### config.mk
export PLATFORM = sky130hd
export DESIGN_NAME = divisor_scheduler
export DESIGN_NICKNAME = d
export VERILOG_FILES = /design/src/rtl/divisor_scheduler.sv
export SDC_FILE = /design/constraint.sdc
export NUM_CORES = 1
export LEC_CHECK = 0
export CORE_MARGIN = 5
export CORE_UTILIZATION = 45
export DETAILED_ROUTE_END_ITERATION = 10
export GPL_ROUTABILITY_DRIVEN = 0
export GPL_TIMING_DRIVEN = 0
export PLACE_DENSITY = 0.81
export SYNTH_ARGS = -nofsm -noshare
export SYNTH_HDL_FRONTEND = slang
export SYNTH_SLANG_ARGS = --single-unit
### constraint.sdc
create_clock -name clk -period 4.24 [get_ports clk]
set_input_delay 0.636 -clock clk [delete_from_list [all_inputs] [get_ports clk]]
set_output_delay 0.636 -clock clk [all_outputs]
set_load 0.02 [all_outputs]
### src/rtl/divisor_scheduler.sv
// Round-robin time-sharing of one external frequency divider among NREQ requesters.
// Optional define DIVSCHED_ABORT_EN: dropping req of the owner mid-job aborts it without a done pulse.
module divisor_scheduler #(
    parameter int NREQ = 4,
    parameter int CW   = 16
) (
    input  logic                 clk,
    input  logic                 reset,
    input  logic [NREQ-1:0]      req,
    input  logic [NREQ*32-1:0]   req_div,
    input  logic [NREQ*CW-1:0]   req_cycles,
    input  logic                 divf_in,
    output logic [31:0]          div_in,
    output logic                 div_rst_n,
    output logic [NREQ-1:0]      grant,
    output logic                 busy,
    output logic [NREQ-1:0]      done
);
    localparam int IW = (NREQ > 1) ? $clog2(NREQ) : 1;

    // Handshake: req is a level held by the requester until its done pulse;
    // done is a single-cycle pulse coincident with the last cycle of grant.
    typedef enum logic [1:0] {S_IDLE, S_LOAD, S_RUN, S_GAP} state_t;

    state_t          state_q, state_d;
    logic [IW-1:0]   idx_q, idx_d;
    logic [IW-1:0]   last_q, last_d;
    logic [31:0]     div_lat_q, div_lat_d;
    logic [CW-1:0]   cyc_lat_q, cyc_lat_d;
    logic [CW-1:0]   edge_cnt_q, edge_cnt_d;
    logic            divf_q, divf_d;
    logic [31:0]     div_in_q, div_in_d;
    logic            rst_n_q, rst_n_d;
    logic [NREQ-1:0] grant_q, grant_d;
    logic [NREQ-1:0] done_q, done_d;

    logic [IW-1:0]   win;
    logic [IW-1:0]   probe;
    logic            found;
    logic [31:0]     div_sel;
    logic [CW-1:0]   cyc_sel;
    logic            rise;
    logic            abort;

    // Search starts one past the previous winner so every requester is reached within NREQ jobs.
    always_comb begin
        win   = '0;
        probe = '0;
        found = 1'b0;
        for (int i = 1; i <= NREQ; i++) begin
            probe = (int'(last_q) + i >= NREQ) ? IW'(int'(last_q) + i - NREQ) : IW'(int'(last_q) + i);
            if (!found && req[probe]) begin
                win   = probe;
                found = 1'b1;
            end
        end
    end

    always_comb begin
        div_sel = '0;
        cyc_sel = '0;
        for (int i = 0; i < NREQ; i++) begin
            if (win == IW'(i)) begin
                div_sel = req_div[32*i +: 32];
                cyc_sel = req_cycles[CW*i +: CW];
            end
        end
    end

    assign rise = divf_in & ~divf_q;

`ifdef DIVSCHED_ABORT_EN
    assign abort = ~req[idx_q];
`else
    assign abort = 1'b0;
`endif

    always_comb begin
        state_d    = state_q;
        idx_d      = idx_q;
        last_d     = last_q;
        div_lat_d  = div_lat_q;
        cyc_lat_d  = cyc_lat_q;
        edge_cnt_d = edge_cnt_q;
        divf_d     = divf_in;
        div_in_d   = div_in_q;
        rst_n_d    = rst_n_q;
        grant_d    = grant_q;
        done_d     = '0;
        unique case (state_q)
            S_IDLE: begin
                if (found) begin
                    idx_d     = win;
                    last_d    = win;
                    div_lat_d = div_sel;
                    cyc_lat_d = cyc_sel;
                    state_d   = S_LOAD;
                end
            end
            S_LOAD: begin
                grant_d        = '0;
                grant_d[idx_q] = 1'b1;
                div_in_d       = div_lat_q;
                rst_n_d        = 1'b0;
                edge_cnt_d     = '0;
                divf_d         = 1'b0;
                if (abort) begin
                    state_d = S_GAP;
                end else if (cyc_lat_q == '0) begin
                    done_d[idx_q] = 1'b1;
                    state_d       = S_GAP;
                end else begin
                    state_d = S_RUN;
                end
            end
            S_RUN: begin
                rst_n_d = 1'b1;
                if (abort) begin
                    rst_n_d = 1'b0;
                    state_d = S_GAP;
                end else if (rise) begin
                    // Terminal edge: the divider goes back into reset together with the done pulse.
                    if (edge_cnt_q + CW'(1) == cyc_lat_q) begin
                        done_d[idx_q] = 1'b1;
                        rst_n_d       = 1'b0;
                        state_d       = S_GAP;
                    end else begin
                        edge_cnt_d = edge_cnt_q + CW'(1);
                    end
                end
            end
            S_GAP: begin
                grant_d = '0;
                rst_n_d = 1'b0;
                state_d = S_IDLE;
            end
            default: state_d = S_IDLE;
        endcase
    end

    always_ff @(posedge clk) begin
        if (reset) begin
            state_q    <= S_IDLE;
            idx_q      <= '0;
            last_q     <= IW'(NREQ - 1);
            div_lat_q  <= '0;
            cyc_lat_q  <= '0;
            edge_cnt_q <= '0;
            divf_q     <= 1'b0;
            div_in_q   <= '0;
            rst_n_q    <= 1'b0;
            grant_q    <= '0;
            done_q     <= '0;
        end else begin
            state_q    <= state_d;
            idx_q      <= idx_d;
            last_q     <= last_d;
            div_lat_q  <= div_lat_d;
            cyc_lat_q  <= cyc_lat_d;
            edge_cnt_q <= edge_cnt_d;
            divf_q     <= divf_d;
            div_in_q   <= div_in_d;
            rst_n_q    <= rst_n_d;
            grant_q    <= grant_d;
            done_q     <= done_d;
        end
    end

    assign div_in    = div_in_q;
    assign div_rst_n = rst_n_q;
    assign grant     = grant_q;
    assign done      = done_q;
    assign busy      = (state_q != S_IDLE);

endmodule
# ---- Word-level counts from Yosys, hierarchy flattened
# Cells that the tools add are included.
dict set report word_totals {
  regBits 112
  word_cells 108
}
dict set report classes {
  n_addsub 9
  magnitude_cmp 10
  n_eq_ne 11
  mux 46
  bitwise_logic 2
  n_reduce_logical 19
}
# cell n
set ops {}
lappend ops {{$mux 32} 4}
lappend ops {{$mux 16} 6}
lappend ops {{$pmux 16 s2} 1}
lappend ops {{$mux 2} 11}
lappend ops {{$add 16x1->16 const B} 1}
lappend ops {{$eq 16x16->1} 1}
lappend ops {{$logic_not 16->1} 1}
lappend ops {{$pmux 4 s2} 2}
lappend ops {{$lt 2x3->1 const B} 5}
lappend ops {{$mux 1} 12}
lappend ops {{$mux 4} 3}
lappend ops {{$ge 3x3->1 const B} 3}
lappend ops {{$bmux 1 s2} 4}
lappend ops {{$eq 2x2->1 const B} 4}
lappend ops {{$ne 2x2->1 const B} 4}
lappend ops {{$pmux 2 s4} 1}
lappend ops {{$reduce_bool 2->1} 4}
lappend ops {{$sub 2x1->2 const B} 4}
lappend ops {{$add 2x2->3 const B} 2}
lappend ops {{$reduce_and 3->1} 2}
lappend ops {{$add 2x3->4 const B} 1}
lappend ops {{$eq 2x1->1 const B} 2}
lappend ops {{$ge 4x3->1 const B} 1}
lappend ops {{$logic_and 1x1->1} 4}
lappend ops {{other kinds (10)} 14}

# ---- Logic depth before layout (Yosys ltp)
dict set report depth {
  ltp_word 20
  mapped_depth 11
}

# ---- Least setup slack after synthesis
# OpenSTA, ideal clock, no wires.
dict set report synth_timing {
  path_kind {flip-flop to flip-flop}
  startpoint {reg edge_cnt_q[0]}
  endpoint {reg edge_cnt_q[13]}
  setup_time_ns 0.122
  arrival_time_ns 2.818
  required_time_ns 4.118
  slack_ns 1.301
  stages_incl_launch_ff 11
  n_path_buf 2
  period_less_slack_ns 2.939
  path_cell_list {dfxtp_1 ha_1 buf_4 xnor2_1 o211ai_1 or4_1 or4_4 a2111oi_4 nor3_2 buf_6 a221o_1}
}
dict set report synth_via {
  elab_chain_cells 4
  elab_cells_between_ends 7
  classes_between {add/sub: 1; eq/ne: 2; mux: 3; reduce/logical: 1}
}
# element line
set synth_lines {}
lappend synth_lines {{start, declared} 30} ;# logic [CW-1:0] edge_cnt_q, edge_cnt_d;
lappend synth_lines {{start signal, assigned} 160} ;# edge_cnt_q <= edge_cnt_d;
lappend synth_lines {{$add 16x1->16 (*)} {123, 128}}
lappend synth_lines {{$eq 16x16->1 / $mux 16 (equally long branches)} 123} ;# if (edge_cnt_q + CW'(1) == cyc_lat_q) begin
lappend synth_lines {{$ne 2x2->1 (no line) / $mux 16 (equally long branches)} -}
lappend synth_lines {{$reduce_and 3->1 (no line) / $pmux 16 s2 (equally long branches)} -}
# Every way passes the cells marked *; elsewhere a longest branch is shown, timed or not. The select of a mux whose other input is x is not followed.
# A chain may end at the register's enable or synchronous reset.

# ---- Final worst setup path
# Same ends and word-level chain as after synthesis.

==> impl_metrics.py <==
metrics = {
    "power": {
        "power.share.sequential_pct": 30.0,
        "p_sw_uw": 2279,
        "vdd_drop_max_v": 0.0003101,
        "internal-power_uw": 2920,
        "combPwrFrac_pct": 52.8,
        "p_leak_uw": 0.003397,
        "p_clk_share_pct": 17.3,
        "swShare_pct": 43.84,
        "power.density_nw_per_um2": 556.6,
    },
    "clock_tree": {
        "clock-sinks": 112,
        "cts_buffers": 9,
        "htreeDepth": 3,
        "cts_buffer_depth": 2,
        "cts_resized": 0,
        "cts_root_buf": "clkbuf_16",
        "cts.clk_slew.worst_paths_ns": 0.08,
        "hold_buffers": 0,
        "postCtsSetupRepairBufs": 0,
        "clk-insertion-delay-late_ns": 0.36,
        "cts_tree": "built",
    },
    "worst_setup_path": {
        "cp-end-kind": "flop",
        "critPathTopFamily": "compound AO/OA/AOI/OAI gates",
        "path_class": "reg2reg",
        "critPathRequiredTime_ns": 4.48,
        "cp-startpoint": "edge_cnt_q[0]",
        "cp-start-kind": "flop",
        "cp_slowest_cell": "a2111oi_0",
        "worstPathArrival_ns": 3.59,
        "crit_path_max_incr_delay_ns": 0.85,
        "worstPathMaxFanout": 10,
        "cp_cell_sequence": "ha_1 > buf_4 > nand4_4 > o22ai_1 > a2111oi_0 > o21ai_0 > a2111oi_4 > nor3_2 > buf_6 > a221o_1",
        "critPathBufInv": 2,
        "rr_startpoint": "edge_cnt_q[0]",
    },
    "drt": {
        "drc": 0,
        "route.met2.wl_um": 11370,
        "top_layer_used": "met4",
        "antenna_left": 0,
        "met3_length_um": 2105,
        "wl_met1_um": 9187,
        "drtIter0Drc": 482,
        "via_count": 7003,
        "first_pass_iters": 7,
        "drt-total-wl_um": 23490,
        "wl_per_cell_um": 18.80,
        "viasPerCell": 5.602,
    },
    "synthesis": {
        "synthFlopType": "dfxtp_1",
        "avgSynthCellArea_um2": 7.875,
        "synth-seq-cells": 112,
        "synthesis.nets": 1018,
        "synth_edf_count": 0,
        "synthArstFlopShare_pct": 0,
        "ys_types": 59,
        "yosys.area.top_type": "dfxtp_1",
        "yosys_warnings": 0,
        "synthCells": 813,
        "synth_top_area_share_pct": 35.02,
        "synthTopCellsByArea": "dfxtp_1 (35%), nand2_1 (7.0%), a311oi_1 (6.7%), mux2i_1 (6.3%), nor2_1 (6.1%)",
        "yosysSeqAreaShare_pct": 35.02,
        "synth_area_um2": 6402,
    },
    "floorplanning": {
        "row_count": 43,
        "design.core.area_um2": 13930,
        "fp.dieW_um": 129.3,
        "io_pins": 241,
        "die_area_um2": 16710,
        "start_util_pct": 45.95,
        "fp.dieH_um": 129.3,
    },
    "global_routing": {
        "grt_max_degree": 21,
        "grt_pass1_wl_um": 35270,
        "grt_pass1_vias": 6837,
        "grtUsageTotal_pct": 27.05,
        "gr-total-overflow": 0,
        "antenna_found_initial": 1,
    },
    "place": {
        "dp_hpwl_um": 18480,
        "io_buffers": 239,
    },
    "sta": {
        "max_freq_mhz": 298.5,
        "period_needed_ns": 3.350,
        "worst_pin_slew_ns": 0.9306,
        "setup_viol": 0,
        "finalCritPeriodShare_pct": 79.01,
        "slew_headroom_pct": 36.35,
        "tns_ns": 0,
        "hold_violations": 0,
        "rsz0062_at_grt": "false",
        "fin_skew_ns": 0.01080,
        "slew_violations": 0,
        "hold_slack_ns": 0.4958,
    },
    "layout": {
        "syn2layout_area_growth_pct": 45.89,
        "layout.nets": 1268,
        "drive_gt1_share_pct": 3.558,
    },
    "worst_hold_path": {
        "hp-start": "div_lat_q[8]",
        "hold_path_class": "reg2reg",
    },
    "run": {
        "max-cap-violations": 0,
    },
    "run_status": {
        "outcome": "finished clean",
    },
}
-- worst min-delay path: stages (launching register included) --
cell and delay, ns:
dfxtp_1 0.34, a21oi_1 0.06, nor2_1 0.07
-- worst paths after layout --
kind | endpoint | slack, ns | depth (start not counted)
max | edge_cnt_q[13] | 0.89 | 10
min | div_lat_q[8] | 0.50 | 2
max reg2reg | edge_cnt_q[13] | 0.89 | 10
min reg2reg | div_lat_q[8] | 0.50 | 2
-- Yosys cell counts, drive strengths merged (2+ instances only) --
master and n:
a2111oi 3, inv 12, o22ai 3, nor2 104, a221o 2, dfxtp 112, nand3 10, xor2 11
a21boi 3, o211ai 6, and2 50, o21ai 11, and4 2, a21oi 60, xnor2 13, a21o 5
a211oi 49, or4 5, a31oi 4, or2 3, nor2b 7, and3 4, o221a 2, ha 6
mux2i 40, nand2 120, nor4 9, nand2b 2, nor3 15, buf 17, clkbuf 50, a311oi 49
nand4 9, o31ai 2, a22o 2
-- layout make-up --
type | count | area (µm²)
fillers | 1174 | 4594
multi-input cells | 622 | 3822
repair buffers | 239 | 2392
flip-flops and latches | 112 | 2242
plain buffers | 67 | 292.8
clock buffers | 9 | 225.2
well taps | 180 | 225.2
clock inverters | 7 | 90.09
inverters | 12 | 45.04
diodes | 2 | 5.005
-- kinds of logic (layout without fill, tap and decap cells) --
group	Yosys count	count (layout)	share of synthesized area (%)
xor+xnor	25	25	3.752
other cells	0	2	0
compound gates	209	209	23.59
mux	40	40	6.254
simple gates	342	342	24.94
buf+inv	79	334	5.276
fa+ha+maj	6	6	1.173
flops	112	112	35.02
-- per-layer routing --
layer,up-vias,GRT usage [%]
met3,68,8.038
met4,0,10.01
met1,3206,31.64
li1,3417,-
met5,-,0
met2,312,46.83
-- flip-flops by register name, summed over array words and instances, names as in the netlist --
name        count
div_in         32
div_lat_q      32
cyc_lat_q      16
edge_cnt_q     16
done            4
grant           4
idx_q           2
last_q          2
state_q         2
div_rst_n       1
divf_q          1
-- power groups by stage --
stage	registers (µW)	clock network [µW]	logic, µW
5_1_grt	1590	942	2990
3_5_place_dp	1570	0	2700
4_1_cts	1550	904	2720
6_report	1560	897	2740
2_1_floorplan	1590	0	1750
3_3_place_gp	1560	0	2660
-- placed cells by master (no fill, tap or decap), drive strengths merged, types with 3 or more instances in the layout --
master and n:
clkdlybuf4s50 239, nand2 120, dfxtp 112, nor2 104
a21oi 60, clkbuf 59, and2 50, a311oi 49
a211oi 49, mux2i 40, buf 17, nor3 15
inv 14, xnor2 13, xor2 11, o21ai 11
nand3 10, nor4 9, nand4 9, nor2b 7
o211ai 6, ha 6, a21o 5, or4 5
and3 4, a31oi 4, or2 3, o22ai 3
a21boi 3, a2111oi 3, clkinv 3
-- stage by stage --
| stage | power [µW] | cells | setup WS [ns] | utilization, % | area [µm²] |
|---|---|---|---|---|---|
| after floorplan | 3335 | 813 | 1.301 | - | 6402 |
| after global routing | 5520 | 1249 | 0.7064 | 67.01 | 9338 |
| after CTS | 5173 | 1248 | 0.9408 | 66.99 | 9335 |
| after detailed placement | 4274 | 1232 | 0.7296 | 64.73 | 9020 |
| after global placement | 4224 | 1232 | 0.7587 | 64.73 | 9020 |
| final | 5198 | 1250 | 0.8899 | 67.03 | 9340 |
No activity file was read; power rests on OpenSTA's default activity.
